### src/rtl/midi_apb_master_if.sv
// midi_apb_master_if
//   Groups the MIDI byte stream from the UART receiver with the APB write
//   port toward the synthesizer.
//   rx_data  [7:0]  received MIDI byte
//   rx_valid        one-cycle strobe qualifying rx_data
//   PSEL, PENABLE, PWRITE, PWDATA[31:0]  APB write transfer (no PREADY/PSLVERR)
//   master modport: the note front end (consumes rx, drives APB)
//   slave modport : the surrounding system (drives rx, observes APB)
interface midi_apb_master_if;
    logic [7:0]  rx_data;
    logic        rx_valid;
    logic        PSEL;
    logic        PENABLE;
    logic        PWRITE;
    logic [31:0] PWDATA;

    modport master (
        input  rx_data, rx_valid,
        output PSEL, PENABLE, PWRITE, PWDATA
    );

    modport slave (
        output rx_data, rx_valid,
        input  PSEL, PENABLE, PWRITE, PWDATA
    );
endinterface

### src/rtl/midi_apb_master.sv
// midi_apb_master
//   Parses Note On / Note Off messages (with running status) from the MIDI
//   byte stream, queues decoded note events in a 4-deep FIFO and issues each
//   one as a two-cycle APB write to the synthesizer.
//   Parameters: CHANNEL (accepted channel when OMNI=0), OMNI (accept all).
//   Ports:
//     clk       system clock, rising edge
//     rst       synchronous reset, active-high
//     bus       midi_apb_master_if.master (rx byte stream in, APB write out)
//     overflow  sticky flag: an event was dropped because the FIFO was full
//   Event word: [19:16] channel, [15] gate, [14:8] note, [7] 0, [6:0] velocity,
//   zero-extended to 32 bits on PWDATA.
module midi_apb_master #(
    parameter logic [3:0] CHANNEL = 4'd0,
    parameter bit         OMNI    = 1'b0
) (
    input  logic               clk,
    input  logic               rst,
    midi_apb_master_if.master  bus,
    output logic               overflow
);

    typedef enum logic [1:0] {P_IDLE, P_D1, P_D2} p_state_t;
    typedef enum logic [1:0] {A_IDLE, A_SETUP, A_ACCESS} a_state_t;

    p_state_t    p_state;
    a_state_t    a_state;
    logic [7:0]  run_status;
    logic [6:0]  note;

    logic [7:0]  rx_byte;
    logic [3:0]  rs_type;
    logic        two_data;
    logic        chan_ok;
    logic        evt_valid;
    logic [19:0] evt_word;

    logic [19:0] fifo_mem [4];
    logic [1:0]  wr_ptr;
    logic [1:0]  rd_ptr;
    logic [2:0]  count;
    logic        full;
    logic        pop;
    logic        push;

    assign rx_byte  = bus.rx_data;
    assign rs_type  = run_status[7:4];
    // Program change and channel pressure carry a single data byte.
    assign two_data = (rs_type != 4'hC) && (rs_type != 4'hD);
    assign chan_ok  = OMNI || (run_status[3:0] == CHANNEL);

    // P_D2 is only reachable under a two-data-byte status, so a data byte
    // here always completes a message.
    assign evt_valid = bus.rx_valid && !rx_byte[7] && (p_state == P_D2) &&
                       ((rs_type == 4'h8) || (rs_type == 4'h9)) && chan_ok;
    assign evt_word  = {run_status[3:0],
                        (rs_type == 4'h9) && (rx_byte[6:0] != 7'd0),
                        note, 1'b0, rx_byte[6:0]};

    assign full = (count == 3'd4);
    assign pop  = (a_state == A_IDLE) && (count != 3'd0);
    // A full FIFO still accepts a push when the head leaves on the same edge.
    assign push = evt_valid && (!full || pop);

    // Parser: status, running status and data byte tracking
    always_ff @(posedge clk) begin
        if (rst) begin
            p_state    <= P_IDLE;
            run_status <= 8'h00;
        end else if (bus.rx_valid) begin
            if (rx_byte[7]) begin
                // 0xF8-0xFF are realtime bytes and leave the parser untouched.
                if (rx_byte < 8'hF8) begin
                    if (rx_byte >= 8'hF0) begin
                        run_status <= 8'h00;
                        p_state    <= P_IDLE;
                    end else begin
                        run_status <= rx_byte;
                        p_state    <= P_D1;
                    end
                end
            end else begin
                case (p_state)
                    P_IDLE: begin
                        // Running status: a bare data byte starts a new message.
                        if ((run_status != 8'h00) && two_data) begin
                            note    <= rx_byte[6:0];
                            p_state <= P_D2;
                        end
                    end
                    P_D1: begin
                        if (two_data) begin
                            note    <= rx_byte[6:0];
                            p_state <= P_D2;
                        end else begin
                            p_state <= P_IDLE;
                        end
                    end
                    default: p_state <= P_IDLE;
                endcase
            end
        end
    end

    // Event FIFO: storage
    always_ff @(posedge clk) begin
        if (push) begin
            fifo_mem[wr_ptr] <= evt_word;
        end
    end

    // Event FIFO: pointers, occupancy and overflow flag
    always_ff @(posedge clk) begin
        if (rst) begin
            wr_ptr   <= 2'd0;
            rd_ptr   <= 2'd0;
            count    <= 3'd0;
            overflow <= 1'b0;
        end else begin
            if (push) begin
                wr_ptr <= wr_ptr + 2'd1;
            end
            if (pop) begin
                rd_ptr <= rd_ptr + 2'd1;
            end
            case ({push, pop})
                2'b10:   count <= count + 3'd1;
                2'b01:   count <= count - 3'd1;
                default: count <= count;
            endcase
            if (evt_valid && !push) begin
                overflow <= 1'b1;
            end
        end
    end

    // APB write FSM with registered bus outputs
    always_ff @(posedge clk) begin
        if (rst) begin
            a_state     <= A_IDLE;
            bus.PSEL    <= 1'b0;
            bus.PENABLE <= 1'b0;
            bus.PWRITE  <= 1'b0;
            bus.PWDATA  <= 32'h0;
        end else begin
            case (a_state)
                A_IDLE: begin
                    if (pop) begin
                        bus.PWDATA  <= {12'h000, fifo_mem[rd_ptr]};
                        bus.PSEL    <= 1'b1;
                        bus.PENABLE <= 1'b0;
                        bus.PWRITE  <= 1'b1;
                        a_state     <= A_SETUP;
                    end
                end
                A_SETUP: begin
                    bus.PENABLE <= 1'b1;
                    a_state     <= A_ACCESS;
                end
                default: begin
                    // No PREADY: the access phase always lasts one cycle.
                    bus.PSEL    <= 1'b0;
                    bus.PENABLE <= 1'b0;
                    bus.PWRITE  <= 1'b0;
                    a_state     <= A_IDLE;
                end
            endcase
        end
    end

endmodule

### src/flat_wrapper.sv
// flat-port wrapper written by rule: the top's interface ports become plain ports
module midi_apb_master_flat 
#(
    parameter logic [3:0] CHANNEL = 4'd0,
    parameter bit         OMNI    = 1'b0
)
  (clk, rst, overflow, bus_rx_data, bus_rx_valid, bus_PSEL, bus_PENABLE, bus_PWRITE, bus_PWDATA);
  midi_apb_master_if bus_i ();
  input  logic clk;
  input  logic rst;
  output logic overflow;
  input wire logic [$bits(bus_i.rx_data)-1:0] bus_rx_data;
  input wire logic [$bits(bus_i.rx_valid)-1:0] bus_rx_valid;
  output wire logic [$bits(bus_i.PSEL)-1:0] bus_PSEL;
  output wire logic [$bits(bus_i.PENABLE)-1:0] bus_PENABLE;
  output wire logic [$bits(bus_i.PWRITE)-1:0] bus_PWRITE;
  output wire logic [$bits(bus_i.PWDATA)-1:0] bus_PWDATA;
  assign bus_i.rx_data = bus_rx_data;
  assign bus_i.rx_valid = bus_rx_valid;
  assign bus_PSEL = bus_i.PSEL;
  assign bus_PENABLE = bus_i.PENABLE;
  assign bus_PWRITE = bus_i.PWRITE;
  assign bus_PWDATA = bus_i.PWDATA;
  midi_apb_master #(.CHANNEL(CHANNEL), .OMNI(OMNI)) u_core (.clk(clk), .rst(rst), .bus(bus_i), .overflow(overflow));
endmodule
### config.mk
export PLATFORM = sky130hd
export DESIGN_NAME = midi_apb_master_flat
export DESIGN_NICKNAME = d
export VERILOG_FILES = /design/src/rtl/midi_apb_master_if.sv /design/src/rtl/midi_apb_master.sv /design/src/flat_wrapper.sv
export SDC_FILE = /design/constraint.sdc
export NUM_CORES = 1
export LEC_CHECK = 0
export CAP_MARGIN = 10
export CORE_UTILIZATION = 43
export DETAILED_ROUTE_END_ITERATION = 8
export GPL_TIMING_DRIVEN = 0
export PLACE_DENSITY = 0.65
export SYNTH_ARGS = -nofsm -noshare
export SYNTH_HDL_FRONTEND = slang
export SYNTH_SLANG_ARGS = --single-unit
### constraint.sdc
create_clock -name clk -period 2.3 [get_ports clk]
set_input_delay 0.46 -clock clk [delete_from_list [all_inputs] [get_ports clk]]
set_output_delay 0.46 -clock clk [all_outputs]
set_load 0.01 [all_outputs]
==> Word level (Yosys, flattened, before mapping) <==
Memory sizes are Yosys's and may differ from the RTL's. A register that Yosys moved wholly into a read port is not among the register bits.
Index checks and enable logic that the tools add are counted.
{ "classes": {"add_sub_neg": 4, "n_mul": 0, "div_mod_pow": 0, "magnitude_cmp": 2, "eq_ne": 15, "shift": 0, "muxes": 19, "bitwise_logic": 3, "reduce_logical": 28} }
{ "ops": {"columns": ["operator", "n"], "rows": [
  ["two-way mux 7 bit", 2],
  ["case mux 7 bit (2 select lines)", 1],
  ["logical AND 1 bit", 10],
  ["two-way mux 2 bit", 5],
  ["equality test 4 bit (second input constant)", 2],
  ["greater-or-equal comparator 8 bit (second input constant)", 1],
  ["less-than comparator 8 bit (second input constant)", 1],
  ["two-way mux 8 bit", 1],
  ["!= test 2 x 1 -> 1 bit (second input constant)", 4],
  ["!= test 4 bit (second input constant)", 2],
  ["case mux 2 bit (2 select lines)", 2],
  ["nonzero test 8 bit", 1],
  ["nonzero test 7 bit", 1],
  ["equality test 2 x 1 -> 1 bit (second input constant)", 3],
  ["case mux 3 bit (2 select lines)", 1],
  ["AND reduction 3 bit", 2],
  ["AND reduction 6 bit", 1],
  ["two-way mux 1 bit", 5],
  ["adder 2 x 1 -> 2 bit (second input constant)", 2],
  ["equality test 2 bit (second input constant)", 2],
  ["zero test 2 bit", 2],
  ["zero test 4 bit", 1],
  ["case mux 1 bit (2 select lines)", 2],
  ["AND reduction 2 bit", 2],
  ["9 further kinds", 15]
]} }
{ "word_totals": {"reg_bits": 49, "latch_bits": 0, "mem_bits_rw": 76, "romBits": 0, "wordCells": 83, "n_memories": 1} }
{ "mem_list": {"columns": ["name", "words", "word_bits", "read_ports", "rd_ports_with_merged_regs", "write_ports", "line_no", "text"], "rows": [
  ["u_core.fifo_mem", 4, 19, 1, 1, 1, "midi_apb_master.sv:38", "logic [19:0] fifo_mem [4];"]
]} }

==> Longest topological paths before layout <==
Gate-level depths: netlist of the first run.
{ "depth": {"ltp_word": 8, "depth_mapped": 10, "mapped_depth_nobuf": 10} }

==> Least setup slack after synthesis of the first run <==
Ideal clock, no wire load.
{ "synth_timing": {"path_kind": "input-to-reg", "start": "input port bus_rx_valid", "end": "register u_core.note[0], enable pin", "arrival_time_ns": 2.074, "required_time_ns": 1.882, "slack_ns": -0.192, "path_stages": 3, "cell_sequence": "nor2b_1 -> nand2_1 -> a2111oi_0"} }
{ "synth_via": {"elab_chain_cells": 1} }
{ "synth_lines": {"columns": ["item", "line_no", "text"], "rows": [
  ["from (decl)", "flat_wrapper.sv:13", "input wire logic [$bits(bus_i.rx_valid)-1:0] bus_rx_valid;"],
  ["AND reduction 6 bit (no line)", null, null],
  ["to (signal assigned)", "midi_apb_master.sv:87", "note <= rx_byte[6:0];"],
  ["to (signal assigned)", "midi_apb_master.sv:93", "note <= rx_byte[6:0];"],
  ["to (decl)", "midi_apb_master.sv:29", "logic [6:0] note;"]
]} }
Every way passes these cells.
A chain may end at the register's enable or synchronous reset.

==> Worst setup path after layout of the first run <==
{ "layout_timing": {"start": "register u_core.run_status[3]", "end": "register u_core.count[2]"} }
{ "layout_via": {"elab_chain_cells": 5, "elab_cells_between_ends": 7, "classes_between": "eq/ne (2); mux (1); reduce/logical (4)"} }
{ "layout_lines": {"columns": ["item", "line_no", "text"], "rows": [
  ["from (decl)", "midi_apb_master.sv:28", "logic [7:0] run_status;"],
  ["from (signal assigned)", "midi_apb_master.sv:78", "run_status <= rx_byte;"],
  ["zero test 4 bit *", "midi_apb_master.sv:50", "assign chan_ok = OMNI || (run_status[3:0] == CHANNEL);"],
  ["logical AND 1 bit *", "midi_apb_master.sv:55", "((rs_type == 4'h8) || (rs_type == 4'h9)) && chan_ok;"],
  ["logical AND 1 bit *", "midi_apb_master.sv:63", "assign push = evt_valid && (!full || pop);"],
  ["equality test 2 x 1 -> 1 bit / equality test 2 bit (equally long branches)", "midi_apb_master.sv:126", "case ({push, pop})"],
  ["case mux 3 bit (2 select lines) / nonzero test 2 bit (equally long branches)", null, null],
  ["to (signal assigned)", "midi_apb_master.sv:127", "2'b10: count <= count + 3'd1;"],
  ["to (signal assigned)", "midi_apb_master.sv:128", "2'b01: count <= count - 3'd1;"],
  ["to (signal assigned)", "midi_apb_master.sv:129", "default: count <= count;"],
  ["to (decl)", "midi_apb_master.sv:41", "logic [2:0] count;"]
]} }
Mark *: on every way between the ends. The rest lies on a longest branch, timed or not.

==> metrics.cfg, run 1 <==
[run_status]
outcome = complete, but fails checks
violations = negative setup slack

[place]
dp_hpwl_um = 5572
gp_congestion = 0.7574
numPortBuffers = 33
pre_cts_ws_ps = -963.6

[logic_synthesis]
synth_ff_type = edfxtp_1
synth_edf_count = 83
synth_most_common_cell = edfxtp_1
ys_seq_area_frac = 0.6998
yosysWarnings = 0
synth-async-reset-ratio = 0
syn_avg_cell_area_um2 = 14.89
synth_area_leaders = edfxtp_1 53%, dfxtp_1 17%, mux4_2 9.1%
synthDistinctLibCells = 37
synth_top_cell_by_area = edfxtp_1
synth_common_cells = 83 x edfxtp_1, 42 x nand2_1, 40 x dfxtp_1, 24 x a21oi_1, 20 x nor2_1
synth_cells = 316
syn_area_um2 = 4706
synth.top_cell.area_share = 0.5296
ys_ff_latch = 123

[sta]
slew_violations = 0
slew_headroom = 0.4828
finalSetupViolations = 2
rsz0062_at_grt = yes
finClkSkew_ps = 5.902
finalCritPeriodShare = 1.060
fin_crit_ps = 2438
worst_slew_pin_slew_ps = 772.3
layout_setup_ws_ps = -137.8
hold_viol = 0
fmax_ghz = 0.4102
setup_tns_ps = -220.0

[critical_path]
cp_top_family = simple AND/OR/NAND/NOR gates
end_kind = flop
critPathKind = reg2reg
worstPathMaxFanout = 2
crit_chain = or4_4 -> nor4_4 -> a21boi_4 -> inv_1 -> ha_2 -> inv_2 -> fa_2 -> xor2_1 -> or3_1 -> a21oi_2
cpPeakStageDelay_ps = 550
cp_data_required_time_ps = 2760
cp-start-kind = flop
cp.arrival_ps = 2890
critPathBufInv = 2
slowest_stage = or4_4

[floorplan]
io_pins = 47
fp.dieH_um = 106.6
start_util = 0.4498
die_x_um = 106.6
rows = 37
core_um2 = 10460
die_area_um2 = 11370

[clock_network]
clk_pin_slew_ps = 60
worstSkewPairLatency_ps = 530
ctsLongestPathBuffers = 2
clock-sinks = 123
root_buffer = clkbuf_8
cts_tree = built
htreeDepth = 4
cts_buffers = 17

[detailed_routing]
top_layer_used = met4
wl_met1_um = 4020
first_iter_violations = 160
wirelength_um = 9344
via_per_inst = 5.070
wl_met3_um = 410
drcViolationCount = 0
dr.pass1.iters = 4
num_vias = 2768
ant_nets = 0
wl_met2_um = 4734
wl_per_cell_um = 17.11

[power_and_ir_drop]
p_int_mw = 4.584
p_sw_mw = 1.479
p_sw_frac = 0.2440
combPwrFrac = 0.153
power.leakage_nw = 2.070
power_frac_clock = 0.429
ir_drop_mv = 0.4546
pwr-share-seq = 0.418
power_density_nw_per_um2 = 994.2

[grt]
grt_max_degree = 20
grt_pass1_vias = 2661
antenna_found_initial = 0
grt_pass1_wl_um = 14050
grtUsageTotal = 0.1731
overflow = 0

[layout]
drive_gt1_frac = 0.2415
layout.nets = 414
area_delta_synth_final_pct = 29.59
diodes = 0

[hold_path]
min_path_type = reg2reg

[run]
maxCapViolations = 0

cell usage in the layout (no fill, tap or decap), drive strengths merged, types with 7 or more instances in the layout:
cell type,count
edfxtp,83
a22oi,7
clkbuf,30
clkdlybuf4s50,33
dfxtp,40
buf,32
nor2,20
inv,8
conb,13
mux4,19
nand2,42
a21oi,24
flip-flops by register name (all words and copies together) (netlist names):
name	flops
u_core.a_state	2
u_core.bus.PSEL	1
u_core.bus.PWDATA	19
u_core.count	3
u_core.fifo_mem	76
u_core.note	7
u_core.overflow	1
u_core.p_state	2
u_core.rd_ptr	2
u_core.run_status	8
u_core.wr_ptr	2
per-layer routing:
| metal | vias up | global-route usage |
|---|---|---|
| met5 | - | 0 |
| met4 | 0 | 0.06458 |
| met3 | 15 | 0.06018 |
| met2 | 83 | 0.2857 |
| met1 | 1366 | 0.2097 |
| li1 | 1304 | - |
worst min-delay path: cells and delay by family, from the launching register on:
kind               cells  cell delay [ps]
DFF                    1              310
AOI/OAI and AO/OA      1               50
and+or+nand+nor        1               50
metrics by stage:
step | std cells | hold WS [ps] | util | instance area (um^2) | total power, mW
after floorplan | 328 | 445.8 | - | 4767 | 3.166
after global placement | 497 | 446.1 | 0.5035 | 5268 | 3.493
after detailed placement | 498 | 448.2 | 0.5047 | 5280 | 3.511
after CTS | 535 | 456.2 | 0.5667 | 5929 | 6.105
after global routing | 546 | 469.6 | 0.5829 | 6098 | 6.300
final | 546 | 452.0 | 0.5829 | 6098 | 6.063
logic make-up (layout without fill, tap and decap cells):
logic type,count (synthesis),after routing,synth area share
DFF,123,123,0.6998
adders and majority gates,6,6,0.01755
buffers and inverters,35,116,0.03962
other,1,13,0.0007969
muxes,21,21,0.09625
xor gates and xnor gates,4,4,0.007446
AOI/OAI and AO/OA,40,40,0.05318
and+or+nand+nor,86,87,0.08535
power groups by stage:
stage          logic [mW]  clock network [mW]  registers [mW]
2_1_floorplan       0.561                   0            2.61
3_3_place_gp        0.915                   0            2.58
3_5_place_dp        0.927                   0            2.58
4_1_cts             0.940                2.63            2.54
5_1_grt              1.02                2.72            2.55
6_report            0.927                2.60            2.54
what timing repair did:
action	4_1_cts	5_1_grt
pin swaps	4	1
cloned	0	2
setup endpoints to repair	79	78
setup buffers	6	9
resized for setup	10	6
hold buffers	0	0
final timing paths:
check / slack [ps] / start / endpoint / cells after the start
max reg2reg: -140 / u_core.run_status[3]$_SDFFE_PP0P_ / u_core.count[2]$_SDFFE_PP0P_ / 10
min reg2reg: 450 / u_core.bus.PWDATA[16]$_SDFFE_PP0P_ / u_core.bus.PWDATA[16]$_SDFFE_PP0P_ / 2
max: -140 / u_core.run_status[3]$_SDFFE_PP0P_ / u_core.count[2]$_SDFFE_PP0P_ / 10
min: 450 / u_core.bus.PWDATA[16]$_SDFFE_PP0P_ / u_core.bus.PWDATA[16]$_SDFFE_PP0P_ / 2
layout make-up:
type                       instances  area (um^2)
tap                              136        170.2
timing repair buffer              50        549.3
clock buffer                      19        431.7
clock inverter                    13        150.1
sequential                       123         3298
buffer                            26        152.6
fill                             835         4364
inverter                           8        30.03
multi-input combinational        171         1316
Power figures use the tool's default switching activity.
==> inputs of run 2 (changes only) <==
--- a/config.mk
+++ b/config.mk
@@ -5,7 +5,9 @@
 export SDC_FILE = /design/constraint.sdc
 export NUM_CORES = 1
 export LEC_CHECK = 0
+export ABC_CLOCK_PERIOD_IN_PS = 2300
 export CAP_MARGIN = 10
+export CORE_MARGIN = 1
 export CORE_UTILIZATION = 43
 export DETAILED_ROUTE_END_ITERATION = 8
 export GPL_TIMING_DRIVEN = 0
==> results of run 2 <==
Same layout as run 1: the final DEF is identical, and so are final timing and power.
==> inputs of run 3 (changes only) <==
--- a/config.mk
+++ b/config.mk
@@ -5,13 +5,15 @@
 export SDC_FILE = /design/constraint.sdc
 export NUM_CORES = 1
 export LEC_CHECK = 0
-export ABC_CLOCK_PERIOD_IN_PS = 2300
+export ABC_CLOCK_PERIOD_IN_PS = 3100
 export CAP_MARGIN = 10
+export CELL_PAD_IN_SITES_DETAIL_PLACEMENT = 1
+export CELL_PAD_IN_SITES_GLOBAL_PLACEMENT = 1
 export CORE_MARGIN = 1
 export CORE_UTILIZATION = 43
 export DETAILED_ROUTE_END_ITERATION = 8
 export GPL_TIMING_DRIVEN = 0
-export PLACE_DENSITY = 0.65
+export PLACE_DENSITY_LB_ADDON = 0.1
 export SYNTH_ARGS = -nofsm -noshare
 export SYNTH_HDL_FRONTEND = slang
 export SYNTH_SLANG_ARGS = --single-unit
==> constraint.sdc (replaced) <==
create_clock -name clk -period 3.1 [get_ports clk]
set_input_delay 0.62 -clock clk [delete_from_list [all_inputs] [get_ports clk]]
set_output_delay 0.62 -clock clk [all_outputs]
set_load 0.01 [all_outputs]
==> metrics.cfg, run 3 (same netlist as run 1, synthesis figures left out) <==
[clock_network]
htreeDepth = 4  ; unchanged
cts-hold-fix-buffers = 0  ; unchanged
cts_buffers = 17  ; unchanged
cts_tree = built  ; unchanged
worstSkewPairLatency_ps = 510  ; was 530 ps
root_buffer = clkbuf_8  ; unchanged
clk_pin_slew_ps = 60  ; about the same
ctsLongestPathBuffers = 2  ; unchanged
clock-sinks = 123  ; unchanged

[layout]
area_delta_synth_final_pct = 24.41  ; was 29.59%
fin_util = 0.5596  ; was 0.5829
largest_register_ffs = 76  ; unchanged
fill_cells = 1045  ; was 835
layout.nets = 398  ; was 414
largest-register = u_core.fifo_mem  ; unchanged
final_cell_count_no_fill = 530  ; was 546
diodes = 0  ; unchanged
drive_gt1_frac = 0.1853  ; was 0.2415
layout.area.seq_um2 = 3293  ; was 3298 um^2
mostFrequentLayoutCells = 83 x edfxtp_1, 42 x nand2_1, 40 x dfxtp_1  ; was 83 x edfxtp_1, 42 x nand2_1, 38 x dfxtp_1
multiInputGateArea_um2 = 1291  ; was 1316 um^2
final_common_cell = edfxtp_1  ; unchanged
top_regs = u_core.fifo_mem x76, u_core.bus.PWDATA x19, u_core.run_status x8  ; unchanged

[place]
gp_congestion = 0.7613  ; was 0.7574
dpl.cell_count = 498  ; unchanged
numPortBuffers = 33  ; unchanged
dp_hpwl_um = 6130  ; was 5572 um

[power_and_ir_drop]
power_density_nw_per_um2 = 767.0  ; was 994.2 nW/um^2
power.leakage_nw = 1.973  ; was 2.070 nW
p_total_mw = 4.491  ; was 6.063 mW
ir_drop_mv = 0.3360  ; was 0.4546 mV

[sta]
rsz0062_at_grt = no  ; was yes
holdWs_ps = 455.5  ; was 452.0 ps
finalCritPeriodShare = 0.9412  ; was 1.060
setup_tns_ps = 0  ; was -220.0 ps
fin_crit_ps = 2918  ; was 2438 ps
hold_viol = 0  ; unchanged
fmax_ghz = 0.3427  ; was 0.4102 GHz
slew_violations = 0  ; unchanged
finalSetupViolations = 0  ; was 2
finClkSkew_ps = 6.889  ; was 5.902 ps
worst_slew_pin_slew_ps = 906.4  ; was 772.3 ps
slew_headroom = 0.3946  ; was 0.4828

[detailed_routing]
wirelength_um = 9630  ; was 9344 um
drcViolationCount = 0  ; unchanged
wl_per_cell_um = 18.17  ; was 17.11 um
dr.pass1.iters = 4  ; unchanged
via_per_inst = 5.121  ; was 5.070
ant_nets = 0  ; unchanged
first_iter_violations = 104  ; was 160
num_vias = 2714  ; was 2,768

[floorplan]
io_pins = 47  ; unchanged
die_x_um = 106.6  ; unchanged
fp.dieH_um = 106.6  ; unchanged
start_util = 0.4498  ; unchanged
core_um2 = 10460  ; unchanged
die_area_um2 = 11370  ; unchanged
rows = 37  ; unchanged

[critical_path]
reg2reg_setup_slack_ps = 180  ; was -140 ps
cp.arrival_ps = 3360  ; was 2890 ps
end_kind = flop  ; unchanged
rr_startpoint = u_core.run_status[0]$_SDFFE_PP0P_  ; was u_core.run_status[3]$_SDFFE_PP0P_
crit_start = u_core.run_status[0]$_SDFFE_PP0P_  ; was u_core.run_status[3]$_SDFFE_PP0P_
worstPathMaxFanout = 7  ; was 2
cp-start-kind = flop  ; unchanged
cp_data_required_time_ps = 3540  ; was 2760 ps
r2r.worst_path.cells = 10  ; unchanged
critPathKind = reg2reg  ; unchanged
r2r-end = u_core.count[2]$_SDFFE_PP0P_  ; unchanged

[grt]
antenna_found_initial = 0  ; unchanged
grt_max_degree = 20  ; unchanged
overflow = 0  ; unchanged
grt_pass1_vias = 2740  ; was 2,661
grtUsageTotal = 0.1879  ; was 0.1731
grt_pass1_wl_um = 15150  ; was 14,050 um

[run]
maxCapViolations = 0  ; unchanged

[hold_path]
min_path_type = reg2reg  ; unchanged
whs_path_depth = 2  ; unchanged
hold_end = u_core.bus.PWDATA[15]$_SDFFE_PP0P_  ; was u_core.bus.PWDATA[16]$_SDFFE_PP0P_
worstHoldStart = u_core.bus.PWDATA[15]$_SDFFE_PP0P_  ; was u_core.bus.PWDATA[16]$_SDFFE_PP0P_

[run_status]
outcome = finished, final reports clean  ; was complete, but fails checks

-- run 3: cell types whose count changed in the layout (fill, tap and decap cells not counted), moves of 2 or more --
cell / before / now
buf_4: 22 / 15
clkinvlp_4: 5 / 0
dfxtp_1: 38 / 40
clkbuf_1: 11 / 15
and2_2: 0 / 4
clkinv_2: 3 / 5
and2_4: 5 / 0
buf_6: 3 / 0
buf_12: 5 / 0
-- run 3: worst max-delay path by stage --
stage / end / cells past startpoint
5_1_grt: u_core.count[2]$_SDFFE_PP0P_ / 10
3_3_place_gp: u_core.note[3]$_DFFE_PP_ / 4
3_5_place_dp: u_core.fifo_mem[1][8]$_DFFE_PP_ / 5
4_1_cts: u_core.count[2]$_SDFFE_PP0P_ / 10
2_1_floorplan: u_core.note[0]$_DFFE_PP_ / 3
6_report: u_core.count[2]$_SDFFE_PP0P_ / 10
-- run 3: routing by layer --
layer | vias to the layer above | global-route usage | wire, um
li1 | 1270 | - | -
met1 | 1364 | 0.2413 | 4353
met2 | 68 | 0.3037 | 4769
met3 | 12 | 0.04742 | 376
met4 | 0 | 0.08023 | 131
met5 | - | 0 | 0
-- run 3: area by class of cell --
type	count	share of cell area
tap	136	0.02907
buffer	27	0.02672
clock buffer	23	0.07801
timing repair buffer	34	0.05770
inverter	8	0.005129
sequential	123	0.5625
multi-input combinational	170	0.2206
clock inverter	9	0.02030
-- run 3: what timing repair did --
action,4_1_cts,5_1_grt
resized for setup,4,1
pin swaps,0,0
endpoints found under the setup margin,76,2
cloned,0,0
setup buffers,0,0
-- run 3: worst max-delay path, cell delays in order (launching register included) --
cell and delay, ps:
dfxtp_1 360, or4_4 600, nor4_4 400, a21boi_4 410, inv_1 90, ha_1 230, inv_1 70, fa_1 170
xor2_1 70, or3_1 300, a21oi_1 140
-- run 3: power by group --
| group | switching (mW) | internal (mW) | leakage [nW] | total, mW |
|---|---|---|---|---|
| Sequential | 0.0542 | 1.83 | 1.08 | 1.88 |
| Combinational | 0.357 | 0.328 | 0.610 | 0.684 |
| Clock | 0.667 | 1.26 | 0.287 | 1.92 |
| Total | 1.08 | 3.41 | 1.97 | 4.49 |
-- run 3: stage by stage --
| stage | area [um^2] | worst slack (ps) |
|---|---|---|
| 4_1_cts | 5846 | 72.81 |
| 3_5_place_dp | 5265 | -344.5 |
| 3_3_place_gp | 5251 | -1524 |
| 2_1_floorplan | 4751 | 448.3 |
| 5_1_grt | 5854 | 20.32 |
| 6_report | 5854 | 182.4 |
